`config.mk`:
```
export PLATFORM = sky130hd
export DESIGN_NAME = l1_l2_arbiter
export DESIGN_NICKNAME = d
export VERILOG_FILES = /design/src/rtl/l1_l2_arb_pkg.sv /design/src/rtl/l1_l2_arbiter_rr_arb2.sv /design/src/rtl/l1_l2_arbiter.sv
export SDC_FILE = /design/constraint.sdc
export NUM_CORES = 1
export LEC_CHECK = 0
export BUFFER_PORTS_ARGS = -buffer_cell sky130_fd_sc_hd__buf_4
export CORE_AREA = 2 2 445 447
export CTS_CLUSTER_SIZE = 16
export DETAILED_ROUTE_END_ITERATION = 7
export DIE_AREA = 0 0 447 449
export PLACE_DENSITY = 0.33
export REMOVE_ABC_BUFFERS = 1
export SYNTH_ARGS = -nofsm -noshare
export SYNTH_HDL_FRONTEND = slang
export SYNTH_HIERARCHICAL = 1
export SYNTH_SLANG_ARGS = --single-unit
```
`constraint.sdc`:
```
create_clock -name clk -period 3.3 [get_ports clk]
set_clock_uncertainty 0.1 [all_clocks]
set_input_delay 0.165 -clock clk [delete_from_list [all_inputs] [get_ports clk]]
set_output_delay 0.165 -clock clk [all_outputs]
set_load 0.02 [all_outputs]
```
`src/rtl/l1_l2_arb_pkg.sv`:
```
// Shared types and default widths for the L1I/L1D -> L2 request arbiter.
package l1_l2_arb_pkg;

  localparam int unsigned TAG_W_DEF   = 21;
  localparam int unsigned INDEX_W_DEF = 5;
  localparam int unsigned LINE_W_DEF  = 512;

  typedef enum logic [1:0] {
    IDLE    = 2'd0,
    BUSY    = 2'd1,
    RELEASE = 2'd2
  } arb_state_t;

  typedef enum logic {
    OWN_I = 1'b0,
    OWN_D = 1'b1
  } owner_t;

endpackage

```
`src/rtl/l1_l2_arbiter_rr_arb2.sv`:
```
// Two-way round-robin picker between L1I and L1D; a tie goes to whoever did not win last.
module rr_arb2
  import l1_l2_arb_pkg::*;
(
  input  logic reqI,
  input  logic reqD,
  input  logic last_owner,
  output logic gnt_valid,
  output logic gnt_owner
);

  always_comb begin
    gnt_valid = reqI | reqD;
    gnt_owner = OWN_I;
    if (reqI && reqD) begin
      gnt_owner = (last_owner == OWN_I) ? OWN_D : OWN_I;
    end else if (reqD) begin
      gnt_owner = OWN_D;
    end
  end

endmodule

```
`src/rtl/l1_l2_arbiter.sv`:
```
// Shares the single L1->L2 request channel between L1I and L1D: latches the granted
// transaction, holds it until L2 ready, routes ready back to the owner, and watches for hangs.
module l1_l2_arbiter
  import l1_l2_arb_pkg::*;
#(
  parameter int unsigned TAG_W   = TAG_W_DEF,
  parameter int unsigned INDEX_W = INDEX_W_DEF,
  parameter int unsigned LINE_W  = LINE_W_DEF,
  parameter int unsigned TIMEOUT = 1024
) (
  input  logic               clk,
  input  logic               rst,
  input  logic               read_L1I_L2,
  input  logic [TAG_W-1:0]   tag_L1I_L2,
  input  logic [INDEX_W-1:0] index_L1I_L2,
  input  logic               read_L1D_L2,
  input  logic [TAG_W-1:0]   tag_L1D_L2,
  input  logic [INDEX_W-1:0] index_L1D_L2,
  input  logic               write_L1D_L2,
  input  logic [TAG_W-1:0]   write_tag_L1D_L2,
  input  logic [INDEX_W-1:0] write_index_L1D_L2,
  input  logic [LINE_W-1:0]  write_data_L1_L2,
  input  logic               ready_L2_L1,
  output logic               read_L1_L2,
  output logic               write_L1_L2,
  output logic [TAG_W-1:0]   tag_L1_L2,
  output logic [INDEX_W-1:0] index_L1_L2,
  output logic [LINE_W-1:0]  write_data_L2,
  output logic               ready_L2_L1I,
  output logic               ready_L2_L1D,
  output logic               timeout_o
);

  localparam int unsigned CNT_W = (TIMEOUT > 2) ? $clog2(TIMEOUT) : 1;
  localparam logic [CNT_W-1:0] CNT_LAST = CNT_W'(TIMEOUT - 1);

  arb_state_t       state;
  owner_t           owner;
  owner_t           last_owner;
  logic [CNT_W-1:0] wd_count;
  logic             req_i;
  logic             req_d;
  logic             gnt_valid;
  logic             gnt_owner;

  assign req_i = read_L1I_L2;
  assign req_d = read_L1D_L2 | write_L1D_L2;

  rr_arb2 u_rr_arb2 (
    .reqI       (req_i),
    .reqD       (req_d),
    .last_owner (last_owner),
    .gnt_valid  (gnt_valid),
    .gnt_owner  (gnt_owner)
  );

  always_comb begin
    ready_L2_L1I = ready_L2_L1 && (state == BUSY) && (owner == OWN_I);
    ready_L2_L1D = ready_L2_L1 && (state == BUSY) && (owner == OWN_D);
  end

  always_ff @(posedge clk) begin
    if (rst) begin
      state         <= IDLE;
      owner         <= OWN_I;
      last_owner    <= OWN_I;
      wd_count      <= '0;
      read_L1_L2    <= 1'b0;
      write_L1_L2   <= 1'b0;
      tag_L1_L2     <= '0;
      index_L1_L2   <= '0;
      write_data_L2 <= '0;
      timeout_o     <= 1'b0;
    end else begin
      case (state)
        IDLE: begin
          if (gnt_valid) begin
            owner      <= owner_t'(gnt_owner);
            last_owner <= owner_t'(gnt_owner);
            wd_count   <= '0;
            state      <= BUSY;
            // A pending write-back always goes before L1D's own fill.
            if ((gnt_owner == OWN_D) && write_L1D_L2) begin
              write_L1_L2   <= 1'b1;
              read_L1_L2    <= 1'b0;
              tag_L1_L2     <= write_tag_L1D_L2;
              index_L1_L2   <= write_index_L1D_L2;
              write_data_L2 <= write_data_L1_L2;
            end else begin
              write_L1_L2 <= 1'b0;
              read_L1_L2  <= 1'b1;
              tag_L1_L2   <= (gnt_owner == OWN_D) ? tag_L1D_L2 : tag_L1I_L2;
              index_L1_L2 <= (gnt_owner == OWN_D) ? index_L1D_L2 : index_L1I_L2;
            end
          end
        end
        BUSY: begin
          if (ready_L2_L1) begin
            read_L1_L2  <= 1'b0;
            write_L1_L2 <= 1'b0;
            state       <= RELEASE;
          end else if (TIMEOUT != 0) begin
            // Counter parks at its limit; the flag is sticky so nothing is lost.
            if (wd_count == CNT_LAST) begin
              timeout_o <= 1'b1;
            end else begin
              wd_count <= wd_count + CNT_W'(1);
            end
          end
        end
        RELEASE: state <= IDLE;
        default: state <= IDLE;
      endcase
    end
  end

endmodule

```
======== Word level (Yosys, flattened, before mapping) ========
Index checks and enable logic that the tools add are counted.
storage, ports and cells
  flip-flop bits (word level) ............. 554
  output and inout bits ................... 543
  word-level logic and storage cells ...... 54
cells by class
  add/sub/neg operators ................... 1
  equal/unequal tests ..................... 6
  mux-type cells .......................... 21
  bitwise gates (word level) .............. 4
  reductions and logical operators ........ 13
operators by type and width
  cell                                                                    count
  21-bit two-way mux                                                      2
  10-bit two-way mux                                                      3
  10-bit case mux with 2 select lines                                     1
  10-bit by 1-bit adder with 10-bit output (second input constant)        1
  10-bit equality test (second input constant)                            1
  5-bit two-way mux                                                       2
  3-bit AND reduction                                                     3
  1-bit two-way mux                                                       8
  2-bit != test (second input constant)                                   4
  1-bit logical AND                                                       5
  2-bit two-way mux                                                       2
  1-bit case mux with 2 select lines                                      2
  2-bit case mux with 2 select lines                                      1
  2-bit AND reduction                                                     2
  4-bit AND reduction                                                     1
  2-bit by 1-bit equality test with 1-bit output (second input constant)  1
  2-bit logical NOT                                                       1
  1-bit inverter                                                          2
  1-bit bitwise OR                                                        2
  2-bit nonzero test                                                      1

======== Logic depth before layout (Yosys ltp) ========
Gate-level depths: netlist (run 1).
  depth after elaboration ................. 7
  mapped depth ............................ 11
  mapped depth without buffers ............ 6

======== Cells and area by module ========
The synthesis (run 1) kept the hierarchy.
modules (own cells, without submodules)
  module         times used  cells an instance  area an instance (µm²)
  l1_l2_arbiter  1           2488               19535.0
  rr_arb2        1           2                  13.8

======== Worst setup path before layout (run 1) ========
Ideal clock, no wire load.
  kind .................................... input-to-reg
  start point ............................. input write_L1D_L2
  end point ............................... register write_data_L2[451]
  library setup time ...................... 0.070 ns
  data arrival time ....................... 2.228 ns
  data required time ...................... 3.130 ns
  path slack .............................. 0.902 ns
  stages .................................. 11
  path buffers ............................ 5
  cell sequence ........................... buf_2 > buf_2 > or2_2 > or2_1 > nor3b_2 > nand3_1 > clkbuf_1 > buf_2 > buf_1 > nand2_1 > a21oi_1
RTL lines
  item                           RTL line                     RTL
  start, declared                l1_l2_arbiter.sv:19          input logic write_L1D_L2,
  1-bit bitwise OR               l1_l2_arbiter.sv:47          assign req_d = read_L1D_L2 | write_L1D_L2;
  via req_d                      l1_l2_arbiter.sv:42          logic req_d;
  1-bit bitwise OR               l1_l2_arbiter_rr_arb2.sv:13  gnt_valid = reqI | reqD;
  via gnt_valid                  l1_l2_arbiter.sv:43          logic gnt_valid;
  3-bit AND reduction (no line)  --
  end signal, assigned           l1_l2_arbiter.sv:88          write_data_L2 <= write_data_L1_L2;
  end, declared                  l1_l2_arbiter.sv:28          output logic [LINE_W-1:0] write_data_L2,
The timed path passes the listed nets, and every way through them passes these cells.
A chain may end at the register's enable or synchronous reset.

======== Worst setup path in the final report (run 1) ========
  start point ............................. register state[1]
  end point ............................... register write_data_L2[323]
between the ends
  cells in the longest elaborated chain, start to end .. 2
ends and longest elaborated chain
  item                           RTL line              RTL
  start, declared                l1_l2_arbiter.sv:37   arb_state_t state;
  start signal, assigned         l1_l2_arbiter.sv:64   state <= IDLE;
  start signal, assigned         l1_l2_arbiter.sv:81   state <= BUSY;
  start signal, assigned         l1_l2_arbiter.sv:101  state <= RELEASE;
  2-bit logical NOT              l1_l2_arbiter.sv:75   case (state)
  3-bit AND reduction (no line)  --
No other way between the ends.

==> flow_summary.json, run 1 <==
{
  "netlist_top_cells_area": "dfxtp_1 57%, nand2_1 20%, a21oi_1 14%, clkbuf_1 2.3%, buf_2 1.6%",
  "fin_crit_sh": 0.8781,
  "synth_top_area_share": 0.5673,
  "crit_arrival_ns": 3.44,
  "clock.fmax_ghz": 0.3451,
  "synthFlopType": "dfxtp_1",
  "die_height_um": 449,
  "p_clk_frac": 0.442,
  "synth_edf_count": 0,
  "area_growth_pct": 105.8,
  "p_leak_uw": 0.01676,
  "outcome": "complete, no violations",
  "postSynthCellCount": 2490,
  "crit_chain": "nor3b_2, and3_4, buf_12, buf_4, nand2_1, a21oi_1, dlygate4sd3_1",
  "required_ns": 3.84,
  "final_area_mm2": 0.04023,
  "root_buffer": "clkbuf_16",
  "drive_above_1_share": 0.3134,
  "nNetsFinal": 4789,
  "gr-usage-all-layers": 0.1325,
  "io_buffers": 1138,
  "num_io_pins": 1139,
  "gp_congestion": 0.8870,
  "hold_viol_final": 0,
  "timing.reg2reg.setup_slack_ns": 0.40,
  "power_frac_seq": 0.358,
  "start_util": 0.09964,
  "htreeDepth": 3,
  "dr.pass1.iters": 5,
  "async_flop_share": 0,
  "fill_cells": 22130,
  "powerDensity_mw_per_mm2": 511.8,
  "die_w_um": 447,
  "coreArea_mm2": 0.1962,
  "worstPathMaxFanout": 36,
  "drv_cap": 0,
  "hold_class": "in2reg",
  "setup_viol": 0,
  "cpPeakStageDelay_ns": 0.57,
  "cts_buffers": 79,
  "fin_total_pwr_uw": 20590,
  "clockBufferDepth": 3,
  "drt_iter0_markers": 1224,
  "clock-sinks": 554,
  "place_area_mm2": 0.03128,
  "synthesis.area_mm2": 0.01955,
  "synth_seq_cells": 554,
  "yosysMostFrequentCell": "nand2_1",
  "yosysSeqAreaShare": 0.5673,
  "synth_warnings": 6,
  "rsz0062_at_grt": "false",
  "timing.final.ws_setup_ns": 0.4022,
  "grt_max_degree": 112,
  "start_kind": "flop",
  "max-slew-margin-rel": 0.5063,
  "fp.dieArea_mm2": 0.2007,
  "slew_viol_final": 0,
  "period_minus_slack_ns": 2.898,
  "clkTransAtPathRegs_ns": 0.06,
  "totalWireLength_mm": 138.5,
  "slowest_stage": "dlygate4sd3_1",
  "cts_setup_buffers": 0,
  "drc": 0,
  "tightest_slew_ns": 0.7406,
  "cp-end-kind": "flop",
  "swShare": 0.3024,
  "cts_tree": "done",
  "synth_top_cell_by_area": "dfxtp_1",
  "place_worst_setup_slack_ns": 0.6446,
  "wl_per_cell_um": 20.05,
  "combinationalPowerShare": 0.201,
  "grt_pass1_vias": 24050,
  "syn_avg_cell_area_um2": 7.851,
  "switchingPower_uw": 6225,
  "crit_type": "reg2reg",
  "vias": 23480,
  "yosysUniqueCellTypes": 32,
  "clk_latency_ns": 0.71,
  "overflow": 0,
  "grt_first_pass_wirelength_mm": 188.1,
  "peakVddDrop_uv": 358.0,
  "dp_hpwl_mm": 108.4,
  "num_rows": 163,
  "antenna_found_initial": 25,
  "synth_commonest_cells": "1035 x nand2_1, 554 x dfxtp_1, 547 x a21oi_1",
  "drtAntennaViolNets": 0,
  "avgViaCountPerCell": 3.399,
  "p_int_uw": 14360,
  "cts_resized": 0
}
sequential cells by signal, indices dropped and copies added, names as in the netlist, 2 cells and up:
signal         flops
state              2
index_L1_L2        5
tag_L1_L2         21
write_data_L2    512
wd_count          10
path summary, 6_finish.rpt:
kind                            depth (start not counted)               from                  to
worst max register to register                          7           state[1]  write_data_L2[323]
worst min-delay path                                    3                rst  write_data_L2[450]
worst min register to register                          2  write_data_L2[16]   write_data_L2[16]
worst max-delay path                                    7           state[1]  write_data_L2[323]
power groups by stage:
stage               Clock, uW  Sequential, uW  Combinational (uW)
CTS                      9500            7370                4220
finish                   9090            7370                4130
floorplan                   0            7960                1090
global placement            0            7500                3500
detailed placement          0            7510                3490
global route             9740            7420                4460
area by class of cell:
| class | count | area [um^2] | area share |
|---|---|---|---|
| sequential | 554 | 11090 | 0.2757 |
| clock buffer | 115 | 2303 | 0.05726 |
| timing repair buffer | 1817 | 15410 | 0.3831 |
| multi-input combinational | 1740 | 7674 | 0.1908 |
| antenna | 14 | 35.03 | 0.0008709 |
| tap | 2640 | 3303 | 0.08211 |
| clock inverter | 28 | 412.9 | 0.01026 |
cell usage in the layout (no fill, tap or decap), types with 3 or more instances in the layout:
cell | Yosys | layout
nor2_1 | 56 | 56
a311oi_1 | 4 | 4
dlygate4sd3_1 | 0 | 619
buf_12 | 0 | 17
nand3_1 | 11 | 10
a31oi_1 | 3 | 3
dfxtp_1 | 554 | 554
clkbuf_16 | 0 | 80
buf_4 | 0 | 1180
clkinv_4 | 0 | 4
o21ai_0 | 3 | 3
a21oi_1 | 547 | 547
diode_2 | 0 | 14
mux2i_1 | 26 | 26
clkbuf_1 | 120 | 18
clkbuf_8 | 0 | 17
bufinv_16 | 0 | 6
clkinv_2 | 0 | 10
nand2_1 | 1035 | 1035
a211oi_1 | 27 | 27
per-layer routing:
metal / track usage / part of all wire / vias up
li1: - / - / 11530
met1: 0.1450 / 0.39 / 11070
met2: 0.2287 / 0.49 / 706
met3: 0.05606 / 0.094 / 169
met4: 0.04334 / 0.025 / 2
met5: 0 / 0.000051 / -
critical path, delay by kind of cell (launching register included):
kind            cells  cell delay [ns]
buf+inv             3             1.15
simple gates        3             1.02
flops               1             0.33
compound gates      1             0.12
cells by family (layout without fill, tap and decap cells):
group	count (synthesis)	count (layout)	synth area share
mux	26	26	0.01331
fa+ha+maj	1	1	0.0006399
buf+inv	196	1960	0.04160
simple gates	1121	1121	0.2191
other cells	0	14	0
compound gates	592	592	0.1580
flops	554	554	0.5673
timing repair:
action | 4_1_cts | 5_1_grt
hold buffers | 619 | 0
endpoints found under the hold margin | 547 | 0
endpoints found under the setup margin | 0 | 0
per-stage QoR:
step	util	instances	hold WS [ns]	setup TNS [ns]
after floorplan	-	2294	0.1341	-5484.05
after global placement	0.1594	6132	0.3117	0
after detailed placement	0.1594	6132	0.3197	0
after CTS	0.2049	6894	0.009690	0
after global routing	0.2050	6905	0.06846	0
final	0.2050	6908	0.09747	0
Note: power is estimated with default switching activity, not from simulation.
==> run 2, diff against run 1 <==
Settings changed: CORE_AREA 2 2 445 447 to 2 2 450 452, DIE_AREA 0 0 447 449 to 0 0 452 454, PLACE_DENSITY 0.33 to 0.34.
Clock period 3.3 ns to 2.6 ns, I/O delays scaled along.
==> flow_summary.json, run 2 (same netlist as run 1, synthesis figures left out) <==
{
  "r2r_start": "state[0]",
  "drive_above_1_share": 0.3125,
  "drv_cap": 0,
  "period_minus_slack_ns": 2.470,
  "grt_pass1_vias": 24340,
  "die_w_um": 452,
  "crit-reg2reg-capture": "write_data_L2[290]",
  "finalNonFillerCells": 7048,
  "timing.reg2reg.setup_slack_ns": 0.13,
  "io_buffers": 1138,
  "outcome": "complete, no violations",
  "crit_type": "reg2reg",
  "powerDensity_mw_per_mm2": 625.6,
  "clk_latency_ns": 0.66,
  "fp.dieArea_mm2": 0.2052,
  "final_cell_mix": "1201 x buf_4, 1035 x nand2_1, 692 x dlygate4sd3_1",
  "cp-end-kind": "flop",
  "clock-sinks": 554,
  "crit_arrival_ns": 2.93,
  "dp_hpwl_mm": 104.0,
  "gr-usage-all-layers": 0.1231,
  "start_kind": "flop",
  "drc": 0,
  "fill_cells": 22610,
  "slowest_stage": "dlygate4sd3_1",
  "start_util": 0.09732,
  "cp_top_family": "buffers and inverters",
  "cpPeakStageDelay_ns": 0.58,
  "coreArea_mm2": 0.2009,
  "reg_top3": "write_data_L2: 512 flops, tag_L1_L2: 21 flops, wd_count: 10 flops",
  "drtAntennaViolNets": 0,
  "peakVddDrop_uv": 405.1,
  "gp_congestion": 0.8512,
  "crit_chain": "nor3b_4, buf_4, nand3_4, buf_12, buf_12, nand2_1, a21oi_1, dlygate4sd3_1",
  "num_io_pins": 1139,
  "hold_viol_final": 0,
  "cpMostUsedCell": "buf_12",
  "p_leak_uw": 0.01739,
  "vias": 24170,
  "max_flop_register": "write_data_L2",
  "drt_iter0_markers": 1286,
  "final_common_cell": "buf_4",
  "cp-startpoint": "state[0]",
  "clockBufferDepth": 3,
  "grt_first_pass_wirelength_mm": 180.9,
  "totalWireLength_mm": 133.3,
  "setup_viol": 0,
  "worstPathMaxFanout": 37,
  "htreeDepth": 3,
  "r2r_cells": 8,
  "wl_per_cell_um": 18.91,
  "nNetsFinal": 4896,
  "clock.fmax_ghz": 0.4049,
  "cp-endpoint": "write_data_L2[290]",
  "tightest_slew_ns": 0.6550,
  "crit_cells": 8,
  "max-slew-margin-rel": 0.5509,
  "root_buffer": "clkbuf_16",
  "rsz0062_at_grt": "false",
  "slew_viol_final": 0,
  "path_buf_inv": 4,
  "overflow": 0,
  "hold_class": "in2reg",
  "dpl.cell_count": 6195,
  "antenna_found_initial": 44,
  "die_height_um": 454,
  "fin_crit_sh": 0.9499,
  "cts_buffers": 79,
  "avgViaCountPerCell": 3.430,
  "num_rows": 165,
  "largest_register_ffs": 512,
  "dr.pass1.iters": 5,
  "grt_max_degree": 64,
  "cts_tree": "done",
  "final_util": 0.2057,
  "required_ns": 3.06,
  "area_growth_pct": 111.3,
  "clkTransAtPathRegs_ns": 0.07
}
[run 2: layout make-up]
type	instances	area [um^2]	share of cell area
tap	2672	3343	0.08092
sequential	554	11090	0.2685
clock buffer	119	2330	0.05639
timing repair buffer	1924	16550	0.4006
multi-input combinational	1740	7680	0.1859
clock inverter	24	282.8	0.006845
antenna	15	37.54	0.0009086
[run 2: power breakdown]
| group | switching [uW] | leakage, uW | internal (uW) | total, uW |
|---|---|---|---|---|
| Sequential | 353 | 0.00452 | 9030 | 9380 |
| Clock | 4560 | 0.00127 | 6520 | 11100 |
| Combinational | 2820 | 0.0116 | 2570 | 5380 |
| Total | 7730 | 0.0174 | 18100 | 25800 |
[run 2: worst min path at each step]
stage | start | endpoint | slack, ns | depth (start not counted)
after global placement | write_data_L1_L2[355] | write_data_L2[355] | 0.28 | 3
after floorplan | rst | last_owner | 0.1 | 1
final | write_data_L1_L2[392] | write_data_L2[392] | 0.15 | 4
after global routing | write_data_L1_L2[387] | write_data_L2[387] | 0.06 | 4
after CTS | write_data_L1_L2[358] | write_data_L2[358] | 0.03 | 4
after detailed placement | write_data_L1_L2[237] | write_data_L2[237] | 0.29 | 3
[run 2: routing by layer]
metal	GRT usage	up-vias	part of all wire	routed length, um
met4	0.04374	4	0.033	4344
met5	0	-	0.00016	21
met3	0.04396	180	0.081	10730
met2	0.1980	819	0.47	62460
met1	0.1506	11430	0.42	55740
li1	-	11740	-	-
[run 2: what timing repair did]
item                                    CTS  global route
buffers inserted                          0             3
resized for setup                         0             2
endpoints found under the setup margin    0            89
hold buffers                            692             0
hold endpoints to repair                546             0
[run 2: stage by stage]
stage / power [uW] / setup WS (ns) / TNS, ns / area, um^2 / hold slack (ns)
after floorplan: 11490 / -11.54 / -5853.59 / 18740 / 0.09907
after global placement: 14000 / 0.2338 / 0 / 31700 / 0.2760
after detailed placement: 14000 / 0.1896 / 0 / 31700 / 0.2850
after CTS: 26440 / 0.01466 / 0 / 41240 / 0.03048
after global routing: 27140 / 0.003176 / 0 / 41300 / 0.06385
final: 25850 / 0.1302 / 0 / 41310 / 0.1473
[run 2: worst register-to-register path, cell delays in order, from the launching register on]
cell           delay (ns)
dfxtp_1              0.35
nor3b_4              0.30
buf_4                0.17
nand3_4              0.10
buf_12               0.21
buf_12               0.35
nand2_1              0.13
a21oi_1              0.07
dlygate4sd3_1        0.58
==> run 3, diff against run 2 <==
Settings changed: CORE_AREA 2 2 450 452 to 2 2 440 442, DIE_AREA 0 0 452 454 to 0 0 442 444, SKIP_CTS_REPAIR_TIMING set to 1.
==> flow_summary.json, run 3 (same netlist as run 1, synthesis figures left out) <==
{
  "largest_register_ffs": 512,
  "gr-usage-all-layers": 0.1293,
  "die_height_um": 444,
  "worstPathMaxFanout": 36,
  "dpl.cell_count": 6049,
  "p_int_uw": 18050,
  "vias": 23550,
  "slowest_stage": "dlygate4sd3_1",
  "start_util": 0.1020,
  "p_clk_frac": 0.433,
  "hold_viol_final": 0,
  "max_flop_register": "write_data_L2",
  "crit_arrival_ns": 3.01,
  "hold_class": "in2reg",
  "totalWireLength_mm": 135.1,
  "fp.dieArea_mm2": 0.1962,
  "grt_pass1_vias": 21080,
  "drive_above_1_share": 0.3193,
  "timing.final.ws_setup_ns": 0.1262,
  "drt_iter0_markers": 1044,
  "area_growth_pct": 105.3,
  "setup_viol": 0,
  "crit_chain": "nor3b_2, and3_4, buf_12, buf_12, nand2_1, a21oi_1, dlygate4sd3_1",
  "place_worst_setup_slack_ns": 0.2750,
  "num_io_pins": 1139,
  "overflow": 0,
  "swShare": 0.2992,
  "avgViaCountPerCell": 3.466,
  "cp-end-kind": "flop",
  "outcome": "complete, no violations",
  "io_buffers": 1138,
  "wl_per_cell_um": 19.88,
  "p_leak_uw": 0.01677,
  "fin_total_pwr_uw": 25760,
  "tightest_slew_ns": 0.5563,
  "coreArea_mm2": 0.1916,
  "drtAntennaViolNets": 0,
  "start_kind": "flop",
  "antenna_found_initial": 13,
  "finalNonFillerCells": 6795,
  "fin_crit_sh": 0.9515,
  "fill_cells": 21440,
  "dr.pass1.iters": 5,
  "gp_congestion": 0.9049,
  "nNetsFinal": 4797,
  "die_w_um": 442,
  "root_buffer": "clkbuf_16",
  "powerDensity_mw_per_mm2": 642.0,
  "combinationalPowerShare": 0.203,
  "clockBufferDepth": 3,
  "num_rows": 161,
  "clkTransAtPathRegs_ns": 0.06,
  "dp_hpwl_mm": 106.9,
  "grt_first_pass_wirelength_mm": 177.5,
  "grt_max_degree": 95,
  "final_common_cell": "buf_4",
  "crit_type": "reg2reg",
  "switchingPower_uw": 7708,
  "clk_latency_ns": 0.70,
  "cts_buffers": 77,
  "period_minus_slack_ns": 2.474,
  "cpMostUsedCell": "buf_12",
  "drv_cap": 0,
  "power_frac_seq": 0.363,
  "clock-sinks": 554,
  "cts_tree": "done",
  "peakVddDrop_uv": 410.9,
  "required_ns": 3.14,
  "max-slew-margin-rel": 0.6291,
  "final_cell_mix": "1203 x buf_4, 1035 x nand2_1, 598 x dlygate4sd3_1",
  "cpPeakStageDelay_ns": 0.55,
  "clock.fmax_ghz": 0.4042,
  "drc": 0,
  "reg_top3": "write_data_L2: 512 flops, tag_L1_L2: 21 flops, wd_count: 10 flops",
  "slew_viol_final": 0,
  "htreeDepth": 3
}
## run 3: critical path, delay by kind of cell, from the launching register on
kind,cells,cell delay [ns]
AO/OA/AOI/OAI,1,0.14
AND/OR/NAND/NOR,3,0.88
buffers and inverters,3,0.91
flip-flops,1,0.33
## run 3: final timing paths
kind	start	endpoint	slack, ns	cells after the start
setup reg to reg	state[1]	write_data_L2[230]	0.13	7
hold reg to reg	write_data_L2[366]	write_data_L2[366]	0.35	2
hold / removal	tag_L1D_L2[5]	tag_L1_L2[5]	0.01	6
setup / recovery	state[1]	write_data_L2[230]	0.13	7
## run 3: stage by stage
stage               utilization  cell area (um^2)  hold slack [ns]   TNS, ns
finish                   0.2095             40130          0.01416         0
global route             0.2095             40130          0.01368  -0.02909
CTS                      0.1782             34130          -0.5342         0
detailed placement       0.1643             31470           0.2849         0
global placement         0.1643             31470           0.2765         0
floorplan                     -             18740          0.09907  -5853.59
## run 3: power by group through the flow
stage               Combinational, uW  Clock [uW]  Sequential (uW)
detailed placement               4490           0             9540
CTS                              4500       11700             9360
global route                     5670       12000             9420
finish                           5240       11200             9360
floorplan                        1390           0            10100
global placement                 4490           0             9530
## run 3: final cells by class
cell class	instances	area [um^2]	area share
multi-input combinational	1740	7674	0.1912
clock inverter	23	341.6	0.008512
clock buffer	119	2316	0.05771
tap	2526	3161	0.07876
antenna	6	15.01	0.0003741
sequential	554	11090	0.2764
timing repair buffer	1827	15530	0.3871
## run 3: per-layer routing
| layer | wire length (um) | vias to the layer above | global-route usage |
|---|---|---|---|
| li1 | - | 11540 | - |
| met1 | 50550 | 11210 | 0.1358 |
| met2 | 68560 | 663 | 0.2294 |
| met3 | 13290 | 131 | 0.06171 |
| met4 | 2597 | 10 | 0.03453 |
| met5 | 63 | - | 0 |
